[config.mk]
export PLATFORM = sky130hd
export DESIGN_NAME = iq_shift_param_flat
export DESIGN_NICKNAME = d
export VERILOG_FILES = /design/src/rtl/iq_shift_param_if.sv /design/src/rtl/iq_shift_param.sv /design/src/flat_wrapper.sv
export SDC_FILE = /design/constraint.sdc
export NUM_CORES = 1
export LEC_CHECK = 0
export CORE_MARGIN = 5
export CORE_UTILIZATION = 45
export CTS_CLUSTER_DIAMETER = 200
export DETAILED_ROUTE_END_ITERATION = 8
export RECOVER_POWER = 50
export SLEW_MARGIN = 40
export SYNTH_ARGS = -nofsm -noshare
export SYNTH_HDL_FRONTEND = slang
export SYNTH_SLANG_ARGS = --single-unit
[constraint.sdc]
create_clock -name clk -period 6.3 [get_ports clk]
set_clock_uncertainty 0.2 [all_clocks]
set_input_delay 1.26 -clock clk [delete_from_list [all_inputs] [get_ports clk]]
set_output_delay 1.26 -clock clk [all_outputs]
set_load 0.005 [all_outputs]
[src/rtl/iq_shift_param_if.sv]
// Dispatch/CDB/issue bus of the shifting issue queue.
// master drives dispatch, CDB and grant; slave is the queue itself.
interface iq_shift_param_if #(
  parameter int unsigned WIDTH = 30,
  parameter int unsigned PID_W = 6,
  parameter int unsigned TAG_W = 5,
  parameter int unsigned CNT_W = 4
);
  logic             du_w_en;
  logic [0:WIDTH-1] du_w_din;
  logic             iq_full;
  logic [CNT_W-1:0] iq_count;
  logic             cdb_flush;
  logic [TAG_W-1:0] cdb_rob_tag;
  logic [TAG_W-1:0] rob_r_ptr;
  logic             cdb_reg_wr;
  logic [PID_W-1:0] cdb_rd_pid;
  logic             iq_rdy;
  logic [0:WIDTH-1] iq_r_dout;
  logic             iu_r_en;

  modport master (
    output du_w_en, du_w_din, cdb_flush, cdb_rob_tag, rob_r_ptr,
           cdb_reg_wr, cdb_rd_pid, iu_r_en,
    input  iq_full, iq_count, iq_rdy, iq_r_dout
  );

  modport slave (
    input  du_w_en, du_w_din, cdb_flush, cdb_rob_tag, rob_r_ptr,
           cdb_reg_wr, cdb_rd_pid, iu_r_en,
    output iq_full, iq_count, iq_rdy, iq_r_dout
  );
endinterface

[src/rtl/iq_shift_param.sv]
// Parametrised age-ordered shifting issue queue between dispatch and issue.
// Entry 0 is the oldest; one hole is closed per cycle by shifting toward the head.
// Optional macro IQ_BYPASS_WAKEUP_EN: wake up sources of the entry being
// written from the CDB broadcast of the same cycle.
module iq_shift_param #(
  parameter int unsigned DEPTH      = 8,
  parameter int unsigned WIDTH      = 30,
  parameter int unsigned VALID_LOC  = 0,
  parameter int unsigned RS_RDY_LOC = 1,
  parameter int unsigned RT_RDY_LOC = 2,
  parameter int unsigned RS_LOC     = 3,
  parameter int unsigned RT_LOC     = 9,
  parameter int unsigned PID_W      = 6,
  parameter int unsigned TAG_LOC    = 15,
  parameter int unsigned TAG_W      = 5
) (
  input logic            clk,
  input logic            reset,
  iq_shift_param_if.slave bus
);
  localparam int unsigned IDX_W = $clog2(DEPTH);
  localparam int unsigned CNT_W = $clog2(DEPTH + 1);

  logic [0:WIDTH-1] mem [DEPTH];
  logic [0:WIDTH-1] upd [DEPTH];
  logic [0:WIDTH-1] nxt [DEPTH];
  logic [0:WIDTH-1] wr_val;
  logic [DEPTH-1:0] valid;
  logic [DEPTH-1:0] rdy;
  logic [IDX_W-1:0] sel;
  logic [IDX_W-1:0] hole;
  logic             any_rdy;
  logic             full;
  logic             issue;
  logic             accept;
  logic [TAG_W-1:0] flush_age;
  logic [CNT_W-1:0] count_q;
  logic [CNT_W-1:0] count_d;

  // Per-entry valid and ready vectors
  always_comb begin
    valid = '0;
    rdy   = '0;
    for (int j = 0; j < int'(DEPTH); j++) begin
      valid[j] = mem[j][VALID_LOC];
      rdy[j]   = mem[j][VALID_LOC] & mem[j][RS_RDY_LOC] & mem[j][RT_RDY_LOC];
    end
  end

  // Oldest ready entry and lowest hole (descending scan keeps the lowest index)
  always_comb begin
    sel  = '0;
    hole = '0;
    for (int j = int'(DEPTH) - 1; j >= 0; j--) begin
      if (rdy[j])   sel  = IDX_W'(j);
      if (!valid[j]) hole = IDX_W'(j);
    end
  end

  assign any_rdy       = |rdy;
  assign full          = &valid;
  assign bus.iq_rdy    = any_rdy & ~bus.cdb_flush;
  assign bus.iq_r_dout = any_rdy ? mem[sel] : '0;
  assign bus.iq_full   = full;
  assign bus.iq_count  = count_q;
  assign issue         = bus.iu_r_en & bus.iq_rdy;
  assign accept        = bus.du_w_en & ~full & ~bus.cdb_flush;
  assign flush_age     = TAG_W'(bus.cdb_rob_tag - bus.rob_r_ptr);

  // Value stored for an accepted dispatch write
  always_comb begin
    wr_val = bus.du_w_din;
`ifdef IQ_BYPASS_WAKEUP_EN
    if (bus.cdb_reg_wr) begin
      if (bus.du_w_din[RS_LOC +: PID_W] == bus.cdb_rd_pid) wr_val[RS_RDY_LOC] = 1'b1;
      if (bus.du_w_din[RT_LOC +: PID_W] == bus.cdb_rd_pid) wr_val[RT_RDY_LOC] = 1'b1;
    end
`endif
  end

  // In-place update: selective flush, or wakeup plus issue
  always_comb begin
    for (int j = 0; j < int'(DEPTH); j++) begin
      upd[j] = mem[j];
      if (bus.cdb_flush) begin
        if (TAG_W'(mem[j][TAG_LOC +: TAG_W] - bus.rob_r_ptr) >= flush_age) upd[j] = '0;
      end else begin
        if (bus.cdb_reg_wr && valid[j]) begin
          if (mem[j][RS_LOC +: PID_W] == bus.cdb_rd_pid) upd[j][RS_RDY_LOC] = 1'b1;
          if (mem[j][RT_LOC +: PID_W] == bus.cdb_rd_pid) upd[j][RT_RDY_LOC] = 1'b1;
        end
        if (issue && (sel == IDX_W'(j))) upd[j] = '0;
      end
    end
  end

  // Close the lowest hole by shifting, append the write at the tail, recount
  always_comb begin
    for (int j = 0; j < int'(DEPTH) - 1; j++) begin
      nxt[j] = (!full && (IDX_W'(j) >= hole)) ? upd[j+1] : upd[j];
    end
    nxt[DEPTH-1] = full ? upd[DEPTH-1] : (accept ? wr_val : '0);
    count_d = '0;
    for (int j = 0; j < int'(DEPTH); j++) begin
      count_d = count_d + CNT_W'(nxt[j][VALID_LOC]);
    end
  end

  // Entry storage and valid count
  always_ff @(posedge clk or negedge reset) begin
    if (!reset) begin
      for (int j = 0; j < int'(DEPTH); j++) mem[j] <= '0;
      count_q <= '0;
    end else begin
      for (int j = 0; j < int'(DEPTH); j++) mem[j] <= nxt[j];
      count_q <= count_d;
    end
  end
endmodule

[src/flat_wrapper.sv]
// flat-port wrapper written by rule: the top's interface ports become plain ports
module iq_shift_param_flat 
#(
  parameter int unsigned DEPTH      = 8,
  parameter int unsigned WIDTH      = 30,
  parameter int unsigned VALID_LOC  = 0,
  parameter int unsigned RS_RDY_LOC = 1,
  parameter int unsigned RT_RDY_LOC = 2,
  parameter int unsigned RS_LOC     = 3,
  parameter int unsigned RT_LOC     = 9,
  parameter int unsigned PID_W      = 6,
  parameter int unsigned TAG_LOC    = 15,
  parameter int unsigned TAG_W      = 5
)
  (clk, reset, bus_du_w_en, bus_du_w_din, bus_cdb_flush, bus_cdb_rob_tag, bus_rob_r_ptr, bus_cdb_reg_wr, bus_cdb_rd_pid, bus_iu_r_en, bus_iq_full, bus_iq_count, bus_iq_rdy, bus_iq_r_dout);
  iq_shift_param_if #(.WIDTH(WIDTH), .PID_W(PID_W), .TAG_W(TAG_W), .CNT_W((4))) bus_i ();
  input logic clk;
  input logic reset;
  input wire logic [$bits(bus_i.du_w_en)-1:0] bus_du_w_en;
  input wire logic [$bits(bus_i.du_w_din)-1:0] bus_du_w_din;
  input wire logic [$bits(bus_i.cdb_flush)-1:0] bus_cdb_flush;
  input wire logic [$bits(bus_i.cdb_rob_tag)-1:0] bus_cdb_rob_tag;
  input wire logic [$bits(bus_i.rob_r_ptr)-1:0] bus_rob_r_ptr;
  input wire logic [$bits(bus_i.cdb_reg_wr)-1:0] bus_cdb_reg_wr;
  input wire logic [$bits(bus_i.cdb_rd_pid)-1:0] bus_cdb_rd_pid;
  input wire logic [$bits(bus_i.iu_r_en)-1:0] bus_iu_r_en;
  output wire logic [$bits(bus_i.iq_full)-1:0] bus_iq_full;
  output wire logic [$bits(bus_i.iq_count)-1:0] bus_iq_count;
  output wire logic [$bits(bus_i.iq_rdy)-1:0] bus_iq_rdy;
  output wire logic [$bits(bus_i.iq_r_dout)-1:0] bus_iq_r_dout;
  assign bus_i.du_w_en = bus_du_w_en;
  assign bus_i.du_w_din = bus_du_w_din;
  assign bus_i.cdb_flush = bus_cdb_flush;
  assign bus_i.cdb_rob_tag = bus_cdb_rob_tag;
  assign bus_i.rob_r_ptr = bus_rob_r_ptr;
  assign bus_i.cdb_reg_wr = bus_cdb_reg_wr;
  assign bus_i.cdb_rd_pid = bus_cdb_rd_pid;
  assign bus_i.iu_r_en = bus_iu_r_en;
  assign bus_iq_full = bus_i.iq_full;
  assign bus_iq_count = bus_i.iq_count;
  assign bus_iq_rdy = bus_i.iq_rdy;
  assign bus_iq_r_dout = bus_i.iq_r_dout;
  iq_shift_param #(.DEPTH(DEPTH), .WIDTH(WIDTH), .VALID_LOC(VALID_LOC), .RS_RDY_LOC(RS_RDY_LOC), .RT_RDY_LOC(RT_RDY_LOC), .RS_LOC(RS_LOC), .RT_LOC(RT_LOC), .PID_W(PID_W), .TAG_LOC(TAG_LOC), .TAG_W(TAG_W)) u_core (.clk(clk), .reset(reset), .bus(bus_i));
endmodule
Yosys cells after proc, flatten, opt, wreduce, memory -nomap -nowiden

Index checks and enable logic that the tools add are counted.

Bits in registers: 244
Input port bits: 52
Word-level logic and storage cells: 202

Add/sub/neg operators: 16
$lt $le $gt $ge: 16
Equal/unequal tests: 24
Multiplexer cells: 77
Bitwise operators: 23
Reduce and logical (&&, ||, !) cells: 34

Operators by type and width:

| operator                                                                            | number |
|---|---|
| 30-bit 2-to-1 mux                                                                   | 36 |
| 6-bit == test                                                                       | 16 |
| 30-bit binary-select mux with 3-bit select                                          | 1 |
| 3-bit 2-to-1 mux                                                                    | 16 |
| 5-bit subtractor                                                                    | 9 |
| 5-bit greater-or-equal comparator                                                   | 8 |
| 4-bit by 1-bit adder with 4-bit output                                              | 6 |
| 1-bit logical AND                                                                   | 23 |
| 1-bit bitwise AND                                                                   | 20 |
| 1-bit 2-to-1 mux                                                                    | 16 |
| 2-bit 2-to-1 mux                                                                    | 8 |
| 3-bit == test (second input constant)                                               | 4 |
| 4-bit nonzero test                                                                  | 3 |
| 3-bit greater-or-equal comparator (first input constant)                            | 3 |
| 8-bit AND reduction                                                                 | 1 |
| 8-bit OR reduction                                                                  | 1 |
| 3-bit by 2-bit == test with 1-bit output (second input constant)                    | 2 |
| 1-bit by 3-bit greater-or-equal comparator with 1-bit output (first input constant) | 2 |
| 2-bit by 3-bit greater-or-equal comparator with 1-bit output (first input constant) | 2 |
| 3-bit AND reduction                                                                 | 2 |
| 4-bit greater-or-equal comparator (second input constant)                           | 1 |
| 3-bit NOT with 4-bit output                                                         | 1 |
| 3-bit by 1-bit == test with 1-bit output (second input constant)                    | 1 |
| 3-bit logical NOT                                                                   | 1 |
| 6 further kinds                                                                     | 7 |

Logic depth before layout (Yosys ltp)

Word-level depth: 22
Gate-level depth with buffers: 21
Gate-level depth less buffers: 19

Worst setup path after synthesis

OpenSTA, ideal clock, no wires.

Path kind: in2reg
Start: in bus_rob_r_ptr[1]
End: reg u_core.count_q[2], in the netlist u_core.bus.iq_count[2]
Setup time: 0.123 ns
Data arrival time: 6.449 ns
Required time: 5.977 ns
Slack: -0.472 ns
Cell stages on the path: 18
Cell sequence: inv_1 fa_1 xnor2_1 ha_1 a21o_1 maj3_2 maj3_2 a21oi_2 buf_4 buf_4 a21o_1 ha_1 fa_1 fa_1 inv_1 fa_1 fa_1 xnor2_1

RTL lines:

| what                 | RTL line              | text |
|---|---|---|
| from (decl)          | flat_wrapper.sv:23    | `input wire logic [$bits(bus_i.rob_r_ptr)-1:0] bus_rob_r_ptr;` |
| to (signal assigned) | iq_shift_param.sv:116 | `count_q <= count_d;` |
| to (decl)            | iq_shift_param.sv:37  | `logic [CNT_W-1:0] count_q;` |

==> run_results.csv <==
group,metric,value,unit
drt,wl_per_cell,26.4,um
finish,design_area,16900,um2
place,post_dp_cell_area,16000,um2
place,dp_worst_setup_slack,-458,ps
timing,drv_slew,309,
finish,drive_above_1_share,0.165,
cts,clkTransAtPathRegs,60,ps
floorplan,rows,65,
grt,grt_pass1_wl,70900,um
floorplan,coreArea,31700,um2
worst_setup_path,cp-end-kind,"flop",
outcome,violations,"capacitance limit, slew limit",
synthesis,syn_avg_cell_area,11.8,um2
synthesis,synthMuxAreaShare,0.0844,
drt,drc,0,
synthesis,synth.top_cells.by_area,"dfrtp_1 (42%), a22o_1 (8.7%), mux4_2 (8.4%), ha_1 (5.4%), a32o_1 (4.1%)",
finish,nNetsFinal,1442,
grt,grtUsageTotal,0.254,
synthesis,ys.flop_type,"dfrtp_1",
worst_setup_path,cp.required,6540,ps
min_path,holdCritPathClass,"reg -> reg",
grt,grt_pass1_vias,11600,
power,power_density,272,nW/um2
synthesis,synth_edf_count,0,
drt,viasPerCell,6.48,
cts,clockRootBuffer,"clkbuf_16",
cts,htree_num_levels,1,
synthesis,synth_fp_nets,1356,
flow_run,cap_violations,5,
drt,via_count,11300,
grt,grt_max_degree,126,
synthesis,synth_simple_gate_area_share,0.0701,
place,globalplace.congestion,0.878,
timing,finalCritPeriodShare,0.963,
finish,ff_latch_area,6110,um2
worst_setup_path,cp.arrival,6310,ps
finish,antenna_cells,0,
worst_setup_path,start_kind,"primary input",
floorplan,die_h,190,um
timing,fin_ws,233,ps
power,finalPower,4590,uW
timing,period_minus_slack,6070,ps
timing,grt_setup_unrepaired,"no",
floorplan,initial_utilization,0.458,
finish,area_delta_synth_final,16.2,%
timing,final.setup.tns,0,ps
power,peakVddDrop,0.170,mV
finish,fill_cells,2746,
synthesis,synth-xor-area-share,0.0791,
drt,drtPass1Iterations,5,
place,io_buffer_count,87,
drt,finalWirelength,45900,um
worst_setup_path,crit_type,"in -> reg",
synthesis,yosys.cell_types.count,68,
cts,cts_buffers,28,
cts,cts_tree,"built",
synthesis,synth_area,14500,um2
synthesis,synth.largest_area_cell,"dfrtp_1",
cts,clk_path_buf_depth,3,
worst_setup_path,path_max_fanout,5,
synthesis,yosys.area.top_type_share,0.420,
floorplan,fp.dieArea,36000,um2
synthesis,yosysWarnings,0,
grt,antenna_found_initial,0,
timing,tightest_slew,3130,ps
timing,setup_viol_count_final,0,
timing,fmax,0.165,GHz
outcome,status,"complete, but fails checks",
synthesis,synthAdderAreaFrac,0.0758,
synthesis,ys_seq_area_frac,0.420,
drt,ant_nets,0,
grt,gr-total-overflow,0,
finish,finalCoreUtilization,0.532,
synthesis,syn_inst,1228,
synthesis,async_reset_ff_frac,1.00,
cts,cts_hold_buf,0,
timing,relSlewSlack,-1.08,
place,hpwl,29900,um
cts,cts_sinks,244,
finish,multiInputGateArea,7760,um2
floorplan,fp.dieW,190,um
synthesis,synth_top_family_by_area,"compound AO/OA/AOI/OAI gates",
power,leakage,0.00779,uW
synthesis,yosys_register_bits,244,
cts,insertion_delay,560,ps
drt,drt_iter0_markers,957,
synthesis,synth_compound_area_frac,0.221,
floorplan,pin_count,88,
timing,hold_viol,0,
## final cells by class
| class | count | share of cell area |
|---|---|---|
| inverter | 39 | 0.00904 |
| tap | 402 | 0.0298 |
| clock buffer | 33 | 0.0444 |
| multi-input combinational | 846 | 0.460 |
| sequential | 244 | 0.362 |
| clock inverter | 19 | 0.0133 |
| timing repair buffer | 155 | 0.0820 |
## layer usage
layer  up-vias  global-route usage  part of all wire
met4         0              0.0701             0.025
met2       438               0.412              0.48
li1       4937                   -                 -
met1      5828               0.362              0.44
met5         -                   0                 0
met3        62              0.0350             0.063
## through the flow
step	hold WS (ps)	std cells
final	307	1738
after CTS	308	1738
after floorplan	268	1228
after global routing	324	1738
after detailed placement	292	1686
after global placement	283	1685
## logic make-up (layout without fill, tap and decap cells)
kind of cell             after synthesis  count (layout)
AO/OA/AOI/OAI                        388             388
XOR/XNOR                             128             128
adder cells (fa/ha/maj)               81              81
buffers and inverters                138             246
flip-flops                           244             244
multiplexers                          55              55
AND/OR/NAND/NOR                      194             194
## cells in the final DEF (no fill, tap or decap), types with 17 or more instances in the layout
cell and count:
a32o_1 60, mux4_2 54, inv_1 36, clkbuf_16 28
a21oi_1 30, a22o_1 144, nand3_1 17, xnor2_1 62
clkdlybuf4s50_1 78, buf_4 61, xor2_1 63, o21ai_0 42
ha_1 62, nand2_1 64, a21o_1 24, a32o_2 19
nand4_1 36, dfrtp_1 244
## flip-flops by register name, summed over array words and instances (netlist names)
| name | flops |
|---|---|
| u_core.mem | 240 |
| u_core.bus.iq_count | 4 |
## path summary, 6_finish.rpt
kind | cells past startpoint | from | slack [ps] | endpoint
worst min register to register | 1 | u_core.mem[219] | 310 | u_core.mem[219]
worst min-delay path | 1 | u_core.mem[219] | 310 | u_core.mem[219]
max in group asynchronous | 2 | reset | 1180 | u_core.mem[11]
min in group asynchronous | 1 | reset | 1520 | u_core.mem[210]
worst max-delay path | 18 | bus_rob_r_ptr[1] | 230 | u_core.bus.iq_count[2]
worst max register to register | 18 | u_core.mem[160] | 1070 | u_core.bus.iq_count[2]
## critical path: stages
cell	delay, ps
clkdlybuf4s50_1	540
clkinvlp_4	170
fa_2	580
inv_4	50
clkbuf_1	180
ha_1	310
a21o_1	100
a21oi_1	70
maj3_1	410
a21bo_4	240
and2_4	130
a31o_1	260
fa_1	500
fa_1	500
inv_1	50
fa_2	360
fa_1	440
xnor2_1	130
## power by group
part / switching [uW] / internal [uW] / total [uW]
clock: 700 / 1020 / 1720
sequential: 133 / 1680 / 1810
combinational: 624 / 438 / 1060
## synth_stat cells (4+ instances only)
master and number:
a21boi_0 4, a21o_1 24, a21oi_1 31, a21oi_2 4, a22o_1 144, a2bb2oi_1 4, a31o_2 4, a31oi_1 5
a32o_1 60, a32o_2 19, a41o_1 4, and2_1 7, and3_1 9, buf_1 5, buf_2 22, buf_4 13
buf_6 9, clkbuf_1 47, dfrtp_1 244, fa_1 13, ha_1 63, inv_1 38, mux4_2 54, nand2_1 64
nand2b_1 11, nand3_1 17, nand4_1 36, nor2_1 10, nor2b_1 4, nor3_1 7, nor3b_1 4, nor4_1 11
o21ai_0 43, o22ai_1 8, o2bb2ai_1 6, o31ai_1 4, or3_1 4, or4_1 4, xnor2_1 63, xor2_1 63
## repair_timing
item                       CTS  global route
buffers inserted             0             0
setup endpoints to repair    0             2
gates resized for setup      0             1
No activity file was read; power rests on OpenSTA's default activity.
